`src/rtl/busarb_if.sv`:
```
// Requester-side and register-bus signals of the round-robin bus arbiter.
// The arbiter takes the master view; the requesters and the bus slave take the slave view.
interface busarb_if #(
    parameter int DATAW = 8,
    parameter int NREQ  = 3
);
    logic [NREQ-1:0]       i_req;
    logic [NREQ-1:0]       i_we;
    logic [8*NREQ-1:0]     i_addr;
    logic [DATAW*NREQ-1:0] i_data;
    logic [NREQ-1:0]       o_ack;
    logic [NREQ-1:0]       o_err;
    logic [DATAW-1:0]      o_data;
    logic                  o_busy;
    logic                  o_stb;
    logic                  o_we;
    logic [7:0]            o_addr;
    logic [DATAW-1:0]      o_wdata;
    logic                  i_ack;
    logic [DATAW-1:0]      i_rdata;

    modport master (
        input  i_req, i_we, i_addr, i_data, i_ack, i_rdata,
        output o_ack, o_err, o_data, o_busy, o_stb, o_we, o_addr, o_wdata
    );

    modport slave (
        output i_req, i_we, i_addr, i_data, i_ack, i_rdata,
        input  o_ack, o_err, o_data, o_busy, o_stb, o_we, o_addr, o_wdata
    );
endinterface

```
`src/rtl/busarb.sv`:
```
// Round-robin arbiter sharing one strobe/ack register bus between NREQ requesters,
// with a per-transaction timeout that returns all-ones data and an error flag.
module busarb #(
    parameter int DATAW   = 8,
    parameter int NREQ    = 3,
    parameter int TIMEOUT = 16
) (
    input  logic     i_clk,
    input  logic     i_rst_n,
    busarb_if.master bus
);
    localparam int IDXW = (NREQ > 1) ? $clog2(NREQ) : 1;
    localparam int CNTW = $clog2(TIMEOUT);

    typedef enum logic [1:0] {IDLE, STB, WAIT, RESP} state_t;

    state_t            state, state_nxt;
    logic [IDXW-1:0]   last, grant, win, cand;
    logic              found;
    logic [CNTW-1:0]   cnt;
    logic              tmo;
    logic              we_r, err_r;
    logic [7:0]        addr_r;
    logic [DATAW-1:0]  wdata_r, data_r;
    logic [NREQ-1:0]   ack_v, err_v;
    logic [DATAW-1:0]  odata_v;
    logic              stb_v, busy_v;

    // Compared before incrementing, so the counter never wraps.
    assign tmo = (cnt == CNTW'(TIMEOUT - 1));

    // Search starts just past the last winner, so a re-request ranks lowest.
    always_comb begin
        found = 1'b0;
        win   = '0;
        cand  = '0;
        for (int o = 1; o <= NREQ; o++) begin
            cand = IDXW'((int'(last) + o) % NREQ);
            if (!found && bus.i_req[cand]) begin
                found = 1'b1;
                win   = cand;
            end
        end
    end

    always_ff @(posedge i_clk or negedge i_rst_n) begin
        if (!i_rst_n) state <= IDLE;
        else          state <= state_nxt;
    end

    always_comb begin
        state_nxt = state;
        case (state)
            IDLE:    if (found) state_nxt = STB;
            STB:     state_nxt = WAIT;
            WAIT:    if (bus.i_ack || tmo) state_nxt = RESP;
            RESP:    state_nxt = IDLE;
            default: state_nxt = IDLE;
        endcase
    end

    // Bus fields are captured only on a grant, so requester changes afterwards are invisible.
    always_ff @(posedge i_clk or negedge i_rst_n) begin
        if (!i_rst_n) begin
            last    <= IDXW'(NREQ - 1);
            grant   <= '0;
            we_r    <= 1'b0;
            addr_r  <= '0;
            wdata_r <= '0;
            cnt     <= '0;
            data_r  <= '0;
            err_r   <= 1'b0;
        end else begin
            case (state)
                IDLE: if (found) begin
                    grant   <= win;
                    last    <= win;
                    we_r    <= bus.i_we[win];
                    addr_r  <= bus.i_addr[int'(win)*8 +: 8];
                    wdata_r <= bus.i_data[int'(win)*DATAW +: DATAW];
                end
                STB: cnt <= '0;
                WAIT: begin
                    if (bus.i_ack) begin
                        data_r <= bus.i_rdata;
                        err_r  <= 1'b0;
                    end else if (tmo) begin
                        data_r <= '1;
                        err_r  <= 1'b1;
                    end else begin
                        cnt <= cnt + 1'b1;
                    end
                end
                default: ;
            endcase
        end
    end

    always_comb begin
        ack_v   = '0;
        err_v   = '0;
        odata_v = '0;
        stb_v   = (state == STB);
        busy_v  = (state != IDLE);
        if (state == RESP) begin
            ack_v[grant] = 1'b1;
            err_v[grant] = err_r;
            odata_v      = data_r;
        end
    end

    assign bus.o_ack   = ack_v;
    assign bus.o_err   = err_v;
    assign bus.o_data  = odata_v;
    assign bus.o_stb   = stb_v;
    assign bus.o_busy  = busy_v;
    assign bus.o_we    = we_r;
    assign bus.o_addr  = addr_r;
    assign bus.o_wdata = wdata_r;
endmodule
```
`src/flat_wrapper.sv`:
```
// flat-port wrapper written by rule: the top's interface ports become plain ports
module busarb_flat 
#(
    parameter int DATAW   = 8,
    parameter int NREQ    = 3,
    parameter int TIMEOUT = 16
)
  (i_clk, i_rst_n, bus_i_req, bus_i_we, bus_i_addr, bus_i_data, bus_i_ack, bus_i_rdata, bus_o_ack, bus_o_err, bus_o_data, bus_o_busy, bus_o_stb, bus_o_we, bus_o_addr, bus_o_wdata);
  busarb_if #(.DATAW(DATAW), .NREQ(NREQ)) bus_i ();
  input  logic i_clk;
  input  logic i_rst_n;
  input wire logic [$bits(bus_i.i_req)-1:0] bus_i_req;
  input wire logic [$bits(bus_i.i_we)-1:0] bus_i_we;
  input wire logic [$bits(bus_i.i_addr)-1:0] bus_i_addr;
  input wire logic [$bits(bus_i.i_data)-1:0] bus_i_data;
  input wire logic [$bits(bus_i.i_ack)-1:0] bus_i_ack;
  input wire logic [$bits(bus_i.i_rdata)-1:0] bus_i_rdata;
  output wire logic [$bits(bus_i.o_ack)-1:0] bus_o_ack;
  output wire logic [$bits(bus_i.o_err)-1:0] bus_o_err;
  output wire logic [$bits(bus_i.o_data)-1:0] bus_o_data;
  output wire logic [$bits(bus_i.o_busy)-1:0] bus_o_busy;
  output wire logic [$bits(bus_i.o_stb)-1:0] bus_o_stb;
  output wire logic [$bits(bus_i.o_we)-1:0] bus_o_we;
  output wire logic [$bits(bus_i.o_addr)-1:0] bus_o_addr;
  output wire logic [$bits(bus_i.o_wdata)-1:0] bus_o_wdata;
  assign bus_i.i_req = bus_i_req;
  assign bus_i.i_we = bus_i_we;
  assign bus_i.i_addr = bus_i_addr;
  assign bus_i.i_data = bus_i_data;
  assign bus_i.i_ack = bus_i_ack;
  assign bus_i.i_rdata = bus_i_rdata;
  assign bus_o_ack = bus_i.o_ack;
  assign bus_o_err = bus_i.o_err;
  assign bus_o_data = bus_i.o_data;
  assign bus_o_busy = bus_i.o_busy;
  assign bus_o_stb = bus_i.o_stb;
  assign bus_o_we = bus_i.o_we;
  assign bus_o_addr = bus_i.o_addr;
  assign bus_o_wdata = bus_i.o_wdata;
  busarb #(.DATAW(DATAW), .NREQ(NREQ), .TIMEOUT(TIMEOUT)) u_core (.i_clk(i_clk), .i_rst_n(i_rst_n), .bus(bus_i));
endmodule
```
`config.mk`:
```
export PLATFORM = sky130hd
export DESIGN_NAME = busarb_flat
export DESIGN_NICKNAME = d
export VERILOG_FILES = /design/src/rtl/busarb_if.sv /design/src/rtl/busarb.sv /design/src/flat_wrapper.sv
export SDC_FILE = /design/constraint.sdc
export NUM_CORES = 1
export LEC_CHECK = 0
export CAP_MARGIN = 20
export CORE_MARGIN = 2
export CORE_UTILIZATION = 34
export CTS_BUF_LIST = sky130_fd_sc_hd__clkbuf_4 sky130_fd_sc_hd__clkbuf_8
export DETAILED_ROUTE_END_ITERATION = 12
export PLACE_DENSITY = 0.66
export SYNTH_ARGS = -nofsm -noshare
export SYNTH_HDL_FRONTEND = slang
export SYNTH_SLANG_ARGS = --single-unit
```
`constraint.sdc`:
```
create_clock -name i_clk -period 5.5 [get_ports i_clk]
set_input_delay 1.1 -clock i_clk [delete_from_list [all_inputs] [get_ports i_clk]]
set_output_delay 1.1 -clock i_clk [all_outputs]
set_load 0.005 [all_outputs]
```
# After elaboration in Yosys (flattened, before gate mapping)
# Index checks and enable logic that the tools add are counted.
[word_totals]
ff_bits = 36
output_inout_bits = 33
elab_cells = 76
[classes]
n_addsub = 4
div = 3
magnitude_cmp = 6
eq_ne = 8
shifts = 2
mux = 29
n_bitwise = 1
reduce_logical = 14
[ops]
columns = ["op", "count"]
rows = [
  ["32-bit by 3-bit remainder unit with 32-bit output, second input constant", 3],
  ["24-bit by 6-bit variable part select with 8-bit output", 2],
  ["8-bit 2-to-1 mux", 3],
  ["2-bit by 3-bit < comparator with 1-bit output, second input constant", 5],
  ["1-bit 2-to-1 mux", 10],
  ["2-bit 2-to-1 mux", 5],
  ["1-bit binary-select mux with 2-bit select", 4],
  ["4-bit 2-to-1 mux", 2],
  ["2-bit case mux with 4 select lines", 1],
  ["4-bit case mux with 2 select lines", 1],
  ["2-bit by 2-bit adder with 3-bit output, second input constant", 2],
  ["3-bit 2-to-1 mux", 2],
  ["2-bit AND reduction", 3],
  ["2-bit nonzero test", 3],
  ["4-bit by 1-bit adder with 4-bit output, second input constant", 1],
  ["2-bit equality test, second input constant", 2],
  ["4-bit equality test, second input constant", 1],
  ["2-bit by 1-bit inequality test with 1-bit output, second input constant", 2],
  ["2-bit inequality test, second input constant", 2],
  ["2-bit by 1-bit adder with 3-bit output, second input constant", 1],
  ["3-bit bitwise AND", 1],
  ["1-bit logical AND", 3],
  ["3-bit AND reduction", 1],
  ["1-bit demux with 2-bit select", 1],
  ["other kinds (5)", 6],
]

# Depth between registers and ports, before layout
[depth]
depth_word = 13
mapped_depth = 11
ltp_nobuf = 8

# Worst setup path before layout
# No wires, ideal clock.
[synth_timing]
kind = "input port to flip-flop"
startpoint = "in bus_i_req[1]"
endpoint = "reg u_core.grant[1]"
setup_time_ns = 0.125
arrival_ns = 2.455
required_time_ns = 5.375
path_slack_ns = 2.921
cell_stages = 6
path_cell_list = "mux2i_1 > and2_2 > nor2_1 > o41ai_2 > buf_4 > mux2_2"
[synth_between]
elab_chain_cells = 10
elab_cells_between_ends = 17
cone_classes = "mux (12); reduce/logical (5)"
[synth_lines]
columns = ["item", "line_no", "rtl"]
rows = [
  ["from (decl)", "flat_wrapper.sv:12", "input wire logic [$bits(bus_i.i_req)-1:0] bus_i_req;"],
  ["1-bit binary-select mux with 2-bit select", "busarb.sv:39", "if (!found && bus.i_req[cand]) begin"],
  ["1-bit 2-to-1 mux (not written as such)", "busarb.sv:39", ""],
  ["1-bit 2-to-1 mux", "busarb.sv:39", ""],
  ["1-bit zero test", "busarb.sv:39", ""],
  ["1-bit logical AND", "busarb.sv:39", ""],
  ["1-bit 2-to-1 mux", "busarb.sv:39", ""],
  ["1-bit zero test", "busarb.sv:39", ""],
  ["1-bit logical AND", "busarb.sv:39", ""],
  ["1-bit 2-to-1 mux", "busarb.sv:39", ""],
  ["2-bit AND reduction (no source line)", "-", ""],
  ["to (signal assigned)", "busarb.sv:76", "grant <= win;"],
  ["to (decl)", "busarb.sv:18", "logic [IDXW-1:0] last, grant, win, cand;"],
]
# Parallel ways exist; a longest one is shown, timed or not. The select of a mux whose other input is x is not followed.
# A chain may end at the register's enable or synchronous reset.

# Worst setup path in the final report
[layout_timing]
startpoint = "in bus_i_req[2]"
endpoint = "reg u_core.wdata_r[0], in the netlist u_core.bus.o_wdata[0]"
[layout_between]
elab_chain_cells = 10
elab_cells_between_ends = 18
cone_classes = "shift (1); mux (12); reduce/logical (5)"
[layout_lines]
columns = ["item", "line_no", "rtl"]
rows = [
  ["1-bit binary-select mux with 2-bit select", "busarb.sv:39", ""],
  ["1-bit 2-to-1 mux (not written as such)", "busarb.sv:39", ""],
  ["1-bit 2-to-1 mux", "busarb.sv:39", ""],
  ["1-bit zero test", "busarb.sv:39", ""],
  ["1-bit logical AND", "busarb.sv:39", ""],
  ["1-bit 2-to-1 mux", "busarb.sv:39", ""],
  ["1-bit zero test", "busarb.sv:39", ""],
  ["1-bit logical AND", "busarb.sv:39", ""],
  ["2-bit 2-to-1 mux / 1-bit 2-to-1 mux (equally long branches)", "busarb.sv:39", ""],
  ["24-bit by 6-bit variable part select with 8-bit output / 2-bit AND reduction (equally long branches)", "-", ""],
  ["to (signal assigned)", "busarb.sv:80", "wdata_r <= bus.i_data[int'(win)*DATAW +: DATAW];"],
  ["to (decl)", "busarb.sv:24", "logic [DATAW-1:0] wdata_r, data_r;"],
]
# Parallel ways exist; a longest one is shown, timed or not. The select of a mux whose other input is x is not followed.

==> results.rst <==
.. list-table::
   :header-rows: 1

   * - Metric
     - Value
   * - Xor/xnor share of the synthesized area
     - 0.762%
   * - Total area of multi-input combinational cells
     - ~1300 um^2
   * - Clock buffers created by TritonCTS
     - 5
   * - Num ports
     - 98
   * - Post-detailed-placement half-perimeter wirelength
     - 4.68 mm
   * - Minimum clock period
     - 3360 ps
   * - Overall power consumption
     - about 0.0020 W
   * - Number of global-route vias before repair
     - 2252
   * - Horizontal die dimension
     - roughly 86 um
   * - Final weighted congestion in routability-driven placement
     - about 0.90
   * - Utilization of the core after routing
     - 52.8%
   * - Worst-case hold slack
     - 474 ps
   * - Cell with the most instances on the worst path
     - sky130_fd_sc_hd__a21oi_1
   * - Fraction of final layout cells with drive strength greater than 1
     - 5.95%
   * - Post-Place Cells
     - roughly 420
   * - Clock transition at path regs
     - 80 ps
   * - Master of the slowest instance on the critical path
     - sky130_fd_sc_hd__clkdlybuf4s50_1
   * - Post-Syn Nets
     - about 340
   * - Number of flops mapped to enable cells by yosys
     - 0
   * - Required @ worst endpoint
     - ~5700 ps
   * - Fill cell count
     - between 500 and 600
   * - CTS Buffer Depth
     - 2
   * - Maximum number of pins on one net before global-route repair
     - 36
   * - Number of clock sinks seen by CTS
     - 35
   * - Global-route wire length before repair
     - between 10 and 15 mm
   * - Antenna fix cells
     - 0
   * - Remaining routing DRC violations
     - 0
   * - Wire length after detailed routing
     - 6.50 mm
   * - Number of DRC violations after detailed-routing iteration 0
     - 163
   * - H-Tree Level Count
     - 2
   * - Overall overflow remaining after global route
     - 0
   * - Average footprint of a synthesized cell
     - 8.77 um^2
   * - Standard cell core area
     - 6460 um^2
   * - Worst max-slew margin expressed relative to the limit
     - 45.9%
   * - Count of final hold-check violations
     - 0
   * - Number of antenna-violating nets in the routed design
     - 0
   * - Proportion of synthesized area in mux cells
     - approximately 1.9%
   * - Starting density of the core
     - 35.6%
   * - Total number of vias
     - 2208
   * - Number of instances in the synthesized netlist
     - 262
   * - Final critical-path share of the clock period
     - 61.2%
   * - Largest driver fanout on the critical path
     - 19
   * - Cell depth of the worst hold path
     - 2
   * - Post-route insts no fill
     - 430
   * - Number of input and output port buffers inserted
     - 97
   * - Largest stage delay on the critical path
     - ~570 ps
   * - Average routed wire per standard cell
     - 15.1 um
   * - Fraction of registers with async set/reset
     - 100%
   * - Most frequently used flop master after synthesis
     - sky130_fd_sc_hd__dfrtp_1
   * - Largest delay contributor family on the critical path
     - compound AO/OA/AOI/OAI gates
   * - Cell Chain, Critical Path
     - clkdlybuf4s50_1 -> nand2_1 -> a21oi_1 -> o21a_1 -> o221a_1 -> buf_4 -> a21oi_1 -> o22a_1
   * - Area share of and/or/nand/nor cells after synthesis
     - 20.8%
   * - Post-CTS Hold Buffers
     - 0
   * - Layout Area Growth over Synthesis
     - 48.4%
   * - Library cells used by synthesis
     - 41
   * - Main combinational cell family by area after synthesis
     - compound AO/OA/AOI/OAI gates
   * - Worst clock skew
     - about 7.3 ps
   * - Total of cells resized after clock tree synthesis
     - 0
   * - Standard-cell row count
     - 29
   * - Endpoint arrival time on the critical path
     - between 3000 and 4000 ps
   * - Setup-violating endpoint count in the final report
     - 0
   * - Register area
     - 877 um^2
   * - Mapped cell area
     - 2300 um^2
   * - Count of maximum capacitance violations
     - 0
   * - Number of warnings issued by yosys
     - 0
   * - Reg2Reg Depth
     - 9
   * - Static Leakage
     - between 1 and 1.5 nW
   * - Root cell of the clock tree
     - sky130_fd_sc_hd__clkbuf_8
   * - P per Cell Area
     - 580 nW/um^2
   * - Min-delay worst type
     - reg -> reg
   * - Number of antenna violations at the first check in global routing
     - 0
   * - Die Y
     - 86.2 um
   * - CTS tree
     - built
   * - Worst ir drop on vdd
     - 242 uV
   * - Fraction of the mapped netlist area in adder cells
     - 5.44%
   * - Routed vias/inst
     - 5.13
   * - Share of the synthesized area in compound gates (AO/OA/AOI/OAI)
     - 27.5%
   * - Buf/Inv on CP
     - 2
   * - Slew @ Worst Pin
     - 811 ps
   * - RSZ-0062 raised after global routing
     - false
   * - Status
     - finished, final reports clean
   * - FMAX
     - 297 MHz
   * - Number of register bits inferred by synthesis
     - 35
   * - Part of the Yosys area used for sequential elements
     - 38.2%
   * - Element type at the critical path end
     - register
   * - Type of the setup path with the least slack
     - in -> reg
   * - CP Launch Type
     - input pin
   * - Detailed-routing iteration count for the pre-antenna-repair pass
     - 6
   * - Setup TNS
     - 0 ps
   * - Area of the die
     - between 7000 and 8000 um^2
   * - Number of stages on the worst setup path
     - 8
   * - Final Slew Violations
     - 0
   * - Post-CTS setup buffer count
     - 0
   * - Latest clock arrival within the worst-skew pair
     - 280 ps
   * - NumNets Final
     - about 430
   * - Total routing resource utilization after global routing
     - 18.0%
-- cell usage after synthesis (7+ instances only) --
cell type                   n  area (um^2)
sky130_fd_sc_hd__dfrtp_1   34          851
sky130_fd_sc_hd__o21ai_0   28          140
sky130_fd_sc_hd__a21oi_1   21          105
sky130_fd_sc_hd__nand3_1   21          105
sky130_fd_sc_hd__nand2_1   20         75.1
sky130_fd_sc_hd__a21o_1    17          128
sky130_fd_sc_hd__o22a_1    17          149
sky130_fd_sc_hd__and2_1    13         81.3
sky130_fd_sc_hd__nor2b_1   12         75.1
sky130_fd_sc_hd__ha_1      10          125
sky130_fd_sc_hd__clkbuf_1   8         30.0
sky130_fd_sc_hd__nor2_1     8         30.0
sky130_fd_sc_hd__inv_1      7         26.3
-- cell type report --
type                    count  area share [%]
repair buffers            100            29.0
well taps                  77            2.82
flip-flops and latches     35            25.7
clock buffers               5            2.02
clock inverters             3            1.28
inverters                   7           0.770
multi-input cells         203            38.4
-- final timing paths --
kind | startpoint | end | slack [ps]
setup / recovery | bus_i_req[2] | u_core.bus.o_wdata[0] | 2140
hold / removal | u_core.data_r[1] | u_core.data_r[1] | 470
hold reg to reg | u_core.data_r[1] | u_core.data_r[1] | 470
max in group asynchronous | i_rst_n | u_core.data_r[7] | 4080
min in group asynchronous | i_rst_n | u_core.data_r[0] | 900
setup reg to reg | u_core.last[1] | u_core.bus.o_wdata[0] | 2510
-- logic make-up (layout without fill, tap and decap cells) --
| family | after synthesis | in the layout |
|---|---|---|
| and+or+nand+nor | 90 | 90 |
| DFF | 35 | 35 |
| adders and majority gates | 10 | 10 |
| buffers and inverters | 24 | 115 |
| muxes | 4 | 4 |
| AOI/OAI and AO/OA | 97 | 97 |
| xor gates and xnor gates | 2 | 2 |
-- worst reg2reg max path: stages (launching register included) --
cell and delay [ps]:
sky130_fd_sc_hd__dfstp_2 560, sky130_fd_sc_hd__inv_1 60, sky130_fd_sc_hd__ha_1 270, sky130_fd_sc_hd__nand2b_1 220, sky130_fd_sc_hd__a21oi_1 400, sky130_fd_sc_hd__o21a_1 200
sky130_fd_sc_hd__o221a_1 570, sky130_fd_sc_hd__buf_4 340, sky130_fd_sc_hd__a21oi_1 70, sky130_fd_sc_hd__o22a_1 180
-- metrics by stage --
step / area, um^2 / worst slack [ps]
after global placement: 3300 / 1850
after global routing: 3410 / 1910
after detailed placement: 3300 / 1840
after CTS: 3410 / 2130
after floorplan: 2300 / 2920
final: 3410 / 2140
-- state kept, by name (all words and copies together), names as in the netlist --
| name | flops |
|---|---|
| u_core.err_r | 1 |
| u_core.grant | 2 |
| u_core.last | 1 |
| u_core.data_r | 8 |
| u_core.bus.o_addr | 8 |
| u_core.state | 2 |
| u_core.bus.o_wdata | 8 |
| u_core.cnt | 4 |
| u_core.bus.o_we | 1 |
-- metal layers --
layer | vias up | wire [um] | global-route usage [%]
met5 | - | 0 | 0
met3 | 8 | 481 | 4.95
met1 | 1014 | 2890 | 23.5
met4 | 0 | 87 | 4.69
met2 | 77 | 3040 | 29.7
li1 | 1109 | - | -
-- power breakdown --
part / leakage (nW) / switching, W / internal (W)
registers: 0.409 / 0.0000774 / 0.000390
logic: 0.946 / 0.000664 / 0.000613
clock network: 0.0581 / 0.0000979 / 0.000135
total: 1.41 / 0.000839 / 0.00114
-- cells in the final DEF (no fill, tap or decap), types with 3 or more instances in the layout --
master	count
sky130_fd_sc_hd__a21o_1	17
sky130_fd_sc_hd__a21oi_1	21
sky130_fd_sc_hd__and2_1	13
sky130_fd_sc_hd__buf_4	3
sky130_fd_sc_hd__clkbuf_8	5
sky130_fd_sc_hd__clkdlybuf4s50_1	96
sky130_fd_sc_hd__dfrtp_1	34
sky130_fd_sc_hd__ha_1	10
sky130_fd_sc_hd__inv_1	7
sky130_fd_sc_hd__nand2_1	20
sky130_fd_sc_hd__nand2b_1	5
sky130_fd_sc_hd__nand3_1	21
sky130_fd_sc_hd__nor2_1	8
sky130_fd_sc_hd__nor2b_1	12
sky130_fd_sc_hd__o21ai_0	28
sky130_fd_sc_hd__o21ai_1	3
sky130_fd_sc_hd__o22a_1	17
No activity file was read; power rests on OpenSTA's default activity.
==> RTL change 1 (config.mk and constraints unchanged) <==
`TIMEOUT` is set to 16 in 2 places; all go to 8.
--- a/src/rtl/busarb.sv
+++ b/src/rtl/busarb.sv
@@ -5,3 +5,3 @@
     parameter int NREQ    = 3,
-    parameter int TIMEOUT = 16
+    parameter int TIMEOUT = 8
 ) (
--- a/src/flat_wrapper.sv
+++ b/src/flat_wrapper.sv
@@ -5,3 +5,3 @@
     parameter int NREQ    = 3,
-    parameter int TIMEOUT = 16
+    parameter int TIMEOUT = 8
 )
Behaviour: no difference found for any inputs over 4 cycles, from zero or initial values and one cycle with i_rst_n low; that may be too few to reach the edited logic, so the function may still have changed.
==> RTL change 1 against the original RTL <==
Critical path depth is 2 lower; total power decreased by 8.0%; sequential cell count down 1; setup slack improved by 110 ps; synthesized area decreased by 6.3%; non-clock buffer count is 2 lower; highest routed layer unchanged; routed wire length is 11% lower; final area is 4.3% lower; die area is 6.0% lower.
==> RTL change 1: results (changes against the original RTL) <==
nets=408 (-4.4%); XOR/XNOR share of the synthesized area=0.4067% (-0.36 points); All-Layer GR Usage=16.68% (-1.3 points); Slowest-stage cell, CP=o2bb2ai_2; number of distinct standard cells referenced by the synthesized netlist=35 (-15%); critical path's largest stage delay=690 ps (+120 ps); Synthesized Nets=317 (-5.9%); Layout Skew=4.443 ps (-2.880 ps); critical path data arrival time=3420 ps (-120 ps); Via density=5.064 (-1.4%); RR Endpoint=u_core.bus.o_wdata[6]$_DFFE_PN0P_; post-DR wirelength/cell=14.24 um (-5.9%); pin count of the biggest net entering global routing=40 (+11%); maximum clock frequency=307.7 MHz (+3.5%); wire length of the first global-routing pass=9515 um (-12%); outcome=complete, no violations; mux share of post-synthesis cell area=4.126% (+2.2 points); proportion of register bits with asynchronous set or reset after synthesis=100.0% (unchanged); Post-Synth Adder-Cell Area=6.392% (+0.95 points); initial DRC count=68 (-58%); worst reg-to-reg path cell count=7 (-2); complex-gate fraction of the synthesized area=22.84% (-4.7 points); dpl cells=399 (-5.5%); worst setup path startpoint=bus_i_req[1]; final WL=5794 um (-11%); Worst Hold Launch=u_core.data_r[0]$_DFFE_PN0P_; register-to-register path setup slack=2580 ps (+70 ps); iteration count of the initial detailed-routing pass=4 (-2); Worst Path Max Fanout=17 (-2); final weighted congestion in routability-driven placement=0.8415 (-6.5%); clock slew at reported path FFs=60 ps (-20 ps); Hold WS=469.9 ps (-4.474 ps); fraction of layout instances using a drive strength above 1=5.422% (-0.53 points); largest cells by area after synthesis=dfrtp_1 38%, and2_1 8.1%, a221oi_1 6.5%; # fillers=563 (-5.7%); most used standard cells in the synthesized netlist=33 x dfrtp_1, 29 x nand2_1, 28 x and2_1; end of the worst hold path=u_core.data_r[0]$_DFFE_PN0P_; final HPWL from detailed placement=4309 um (-8.0%); via count of the first global-routing pass=1962 (-13%); cell count after synthesis=241 (-8.0%); Placement Setup Slack=1687 ps (-157.1 ps); Max transition margin=36.49% (-9.4 points); Seq/Total Area, Yosys=39.57% (+1.4 points); Max IR drop VDD=336.5 uV (+39%); reg-to-reg startpoint=u_core.grant[0]$_DFFE_PN0P_
[RTL change 1: stage by stage]
stage / util, % / instance area [sq um]
finish: 54.17 / 3264
floorplan: - / 2153
global placement: 52.33 / 3153
CTS: 53.72 / 3237
detailed placement: 52.33 / 3153
global route: 54.17 / 3264
[RTL change 1: cells by family after synthesis]
group,after synthesis
AND/OR/NAND/NOR,98
AO/OA/AOI/OAI,67
flip-flops,34
buffers and inverters,22
adder cells (fa/ha/maj),11
multiplexers,8
XOR/XNOR,1
[RTL change 1: tightest hold or removal path: stages, from the launching register on]
cell and delay, ps:
dfrtp_1 340, nand2_1 40, o21ai_0 60
[RTL change 1: power by group]
part / switching [mW] / total, mW / internal (mW)
Combinational: 0.610 / 1.18 / 0.570
Sequential: 0.0767 / 0.461 / 0.384
Clock: 0.0819 / 0.179 / 0.0968
[RTL change 1: final cells by class]
type	count	share of cell area, %
clock buffers	7	2.568
inverters	8	0.9199
multi-input cells	185	37.10
flip-flops and latches	34	26.10
well taps	75	2.875
repair buffers	98	30.43
[RTL change 1: per-layer routing]
layer	vias up	share of wire (%)	GRT usage [%]
li1	1036	-	-
met1	950	43	20.43
met2	68	48	28.00
met3	7	7.1	4.847
met4	0	1.3	5.718
met5	-	0	0
==> RTL change 2 (same settings) <==
Without the edit above. Reset style: synchronous (`i_rst_n`), changed in 2 clocked blocks.
--- a/src/rtl/busarb.sv
+++ b/src/rtl/busarb.sv
@@ -45,3 +45,3 @@
 
-    always_ff @(posedge i_clk or negedge i_rst_n) begin
+    always_ff @(posedge i_clk) begin
         if (!i_rst_n) state <= IDLE;
@@ -62,3 +62,3 @@
     // Bus fields are captured only on a grant, so requester changes afterwards are invisible.
-    always_ff @(posedge i_clk or negedge i_rst_n) begin
+    always_ff @(posedge i_clk) begin
         if (!i_rst_n) begin
Check against the original RTL: differs if i_rst_n is asserted again (counterexample within 4 cycles, from zero or initial values and one cycle with i_rst_n low); with i_rst_n held inactive, the same outputs for 4 cycles.
==> RTL change 2 against the original RTL <==
Sequential share of layout area down 4.2 points; setup slack improved by 120 ps; critical endpoint is now bus_o_err[1]; final area is 4.6% lower; sequential cell count unchanged; synthesized area decreased by 6.3%; routed wire length decreased by 8.2%; total power is 26% lower; clock skew about the same; combinational power shrank 32%.
==> RTL change 2: results (changes against the original RTL) <==
outcome=complete, no violations; # fillers=579 (-3.0%); final weighted congestion in routability-driven placement=0.8512 (-5.5%); Final setup violation count=0 (unchanged); Max IR drop VDD=208.9 uV (-14%); via count of the first global-routing pass=1888 (-16%); register-to-register path setup slack=2760 ps (+250 ps); wire length of the first global-routing pass=9701 um (-9.9%); overflow left after global routing=0 (unchanged); EDFF count, synth=0 (unchanged); buffer depth of the longest clock path=2 (unchanged); type of the worst min-delay path=reg -> reg; number of inserted diodes=0 (unchanged); number of distinct standard cells referenced by the synthesized netlist=42 (+2.4%); non-filler cells, final=404 (-6.0%); total number of yosys warnings=0 (unchanged); All-Layer GR Usage=17.12% (-0.90 points); post-DR wirelength/cell=14.78 um (-2.3%); port bufs=97 (unchanged); RR Endpoint=u_core.bus.o_addr[2]$_SDFFE_PN0P_; Worst Path Max Fanout=10 (-9); final HPWL from detailed placement=4607 um (-1.7%); fraction of layout instances using a drive strength above 1=10.40% (+4.4 points); critical path data arrival time=2150 ps (-1390 ps); Seq/Total Area, Yosys=32.52% (-5.6 points); Hold WS=463.4 ps (-10.90 ps); vias post-DR=2027 (-8.2%); Worst Hold Launch=u_core.bus.o_wdata[2]$_SDFFE_PN0P_; Synth Area per Inst=9.208 sq um (+5.0%); root cell of the clock tree=clkbuf_8; clock slew at reported path FFs=80 ps (about the same); initial DRC count=85 (-48%); reg-to-reg startpoint=u_core.grant[0]$_SDFFE_PN0P_; worst reg-to-reg path cell count=7 (-2); iteration count of the initial detailed-routing pass=4 (-2); pin count of the biggest net entering global routing=23 (-36%); actual slew at the worst max-slew pin=906.8 ps (+95.43 ps); end of the worst hold path=u_core.bus.o_wdata[2]$_SDFFE_PN0P_; most used standard cells in the synthesized netlist=35 x dfxtp_1, 27 x nand2_1, 25 x inv_1; leakage power of the design=1.360 nW (-3.8%); proportion of register bits with asynchronous set or reset after synthesis=0% (-100 points); cells resized by post-CTS repair=0 (unchanged); H-tree depth=2 (unchanged); buffers inserted during post-CTS setup optimization=0 (unchanged); Synthesized Nets=309 (-8.3%); antenna violations before repair=0 (unchanged); largest cells by area after synthesis=dfxtp_1 33%, mux2i_1 8.8%, o221ai_2 7.0%; Min-Delay Path Depth=2 (unchanged); clock latency on the worst-skew pair=290 ps; Num CTS Buffers=5 (unchanged); Layout Skew=7.178 ps (-0.1442 ps)
[RTL change 2: report_power, final]
part,switching (mW),leakage (nW),internal [mW]
Clock,0.0976,0.0581,0.135
Sequential,0.0406,0.287,0.323
Combinational,0.452,1.01,0.419
[RTL change 2: final cells by class]
cell class	count	share of cell area, %
clock inverters	3	1.346
flip-flops and latches	35	21.54
inverters	25	2.885
repair buffers	98	30.19
clock buffers	5	2.115
well taps	77	2.962
multi-input cells	161	38.96
[RTL change 2: cell families after synthesis]
family / Yosys count / synth area share [%]
AO/OA/AOI/OAI: 63 / 27.18
AND/OR/NAND/NOR: 68 / 16.38
buffers and inverters: 38 / 8.652
multiplexers: 20 / 9.465
flip-flops: 35 / 32.52
adder cells (fa/ha/maj): 10 / 5.807
[RTL change 2: critical path, cell delays in order, from the launching register on]
cell	delay (ps)
dfxtp_1	400
ha_1	370
nor3b_1	380
and2_1	180
clkdlybuf4s50_1	530
[RTL change 2: metrics by stage]
stage / total power, mW / setup slack [ps] / instance area [sq um]
floorplan: 1.014 / 3151 / 2155
global placement: 1.225 / 1856 / 3129
detailed placement: 1.242 / 1984 / 3141
CTS: 1.483 / 2211 / 3253
global route: 1.583 / 2059 / 3253
finish: 1.466 / 2254 / 3253
[RTL change 2: worst max-delay path by stage]
stage                            startpoint                            endpoint  slack (ps)
2_1_floorplan                  bus_i_req[1]   u_core.bus.o_addr[4]$_SDFFE_PN0P_        3150
3_3_place_gp                   bus_i_req[1]  u_core.bus.o_wdata[1]$_SDFFE_PN0P_        1860
3_5_place_dp                        i_rst_n   u_core.bus.o_addr[2]$_SDFFE_PN0P_        1980
6_report       u_core.state[1]$_SDFFE_PN0P_                        bus_o_err[1]        2250
4_1_cts        u_core.state[1]$_SDFFE_PN0P_                        bus_o_err[1]        2210
5_1_grt                             i_rst_n   u_core.bus.o_addr[2]$_SDFFE_PN0P_        2060
[RTL change 2: metal layers]
| layer | vias up | track usage, % | share of wire [%] |
|---|---|---|---|
| li1 | 1027 | - | - |
| met1 | 923 | 21.76 | 47 |
| met2 | 73 | 27.64 | 45 |
| met3 | 4 | 5.836 | 7.8 |
| met4 | 0 | 4.839 | 0.80 |
| met5 | - | 0 | 0 |
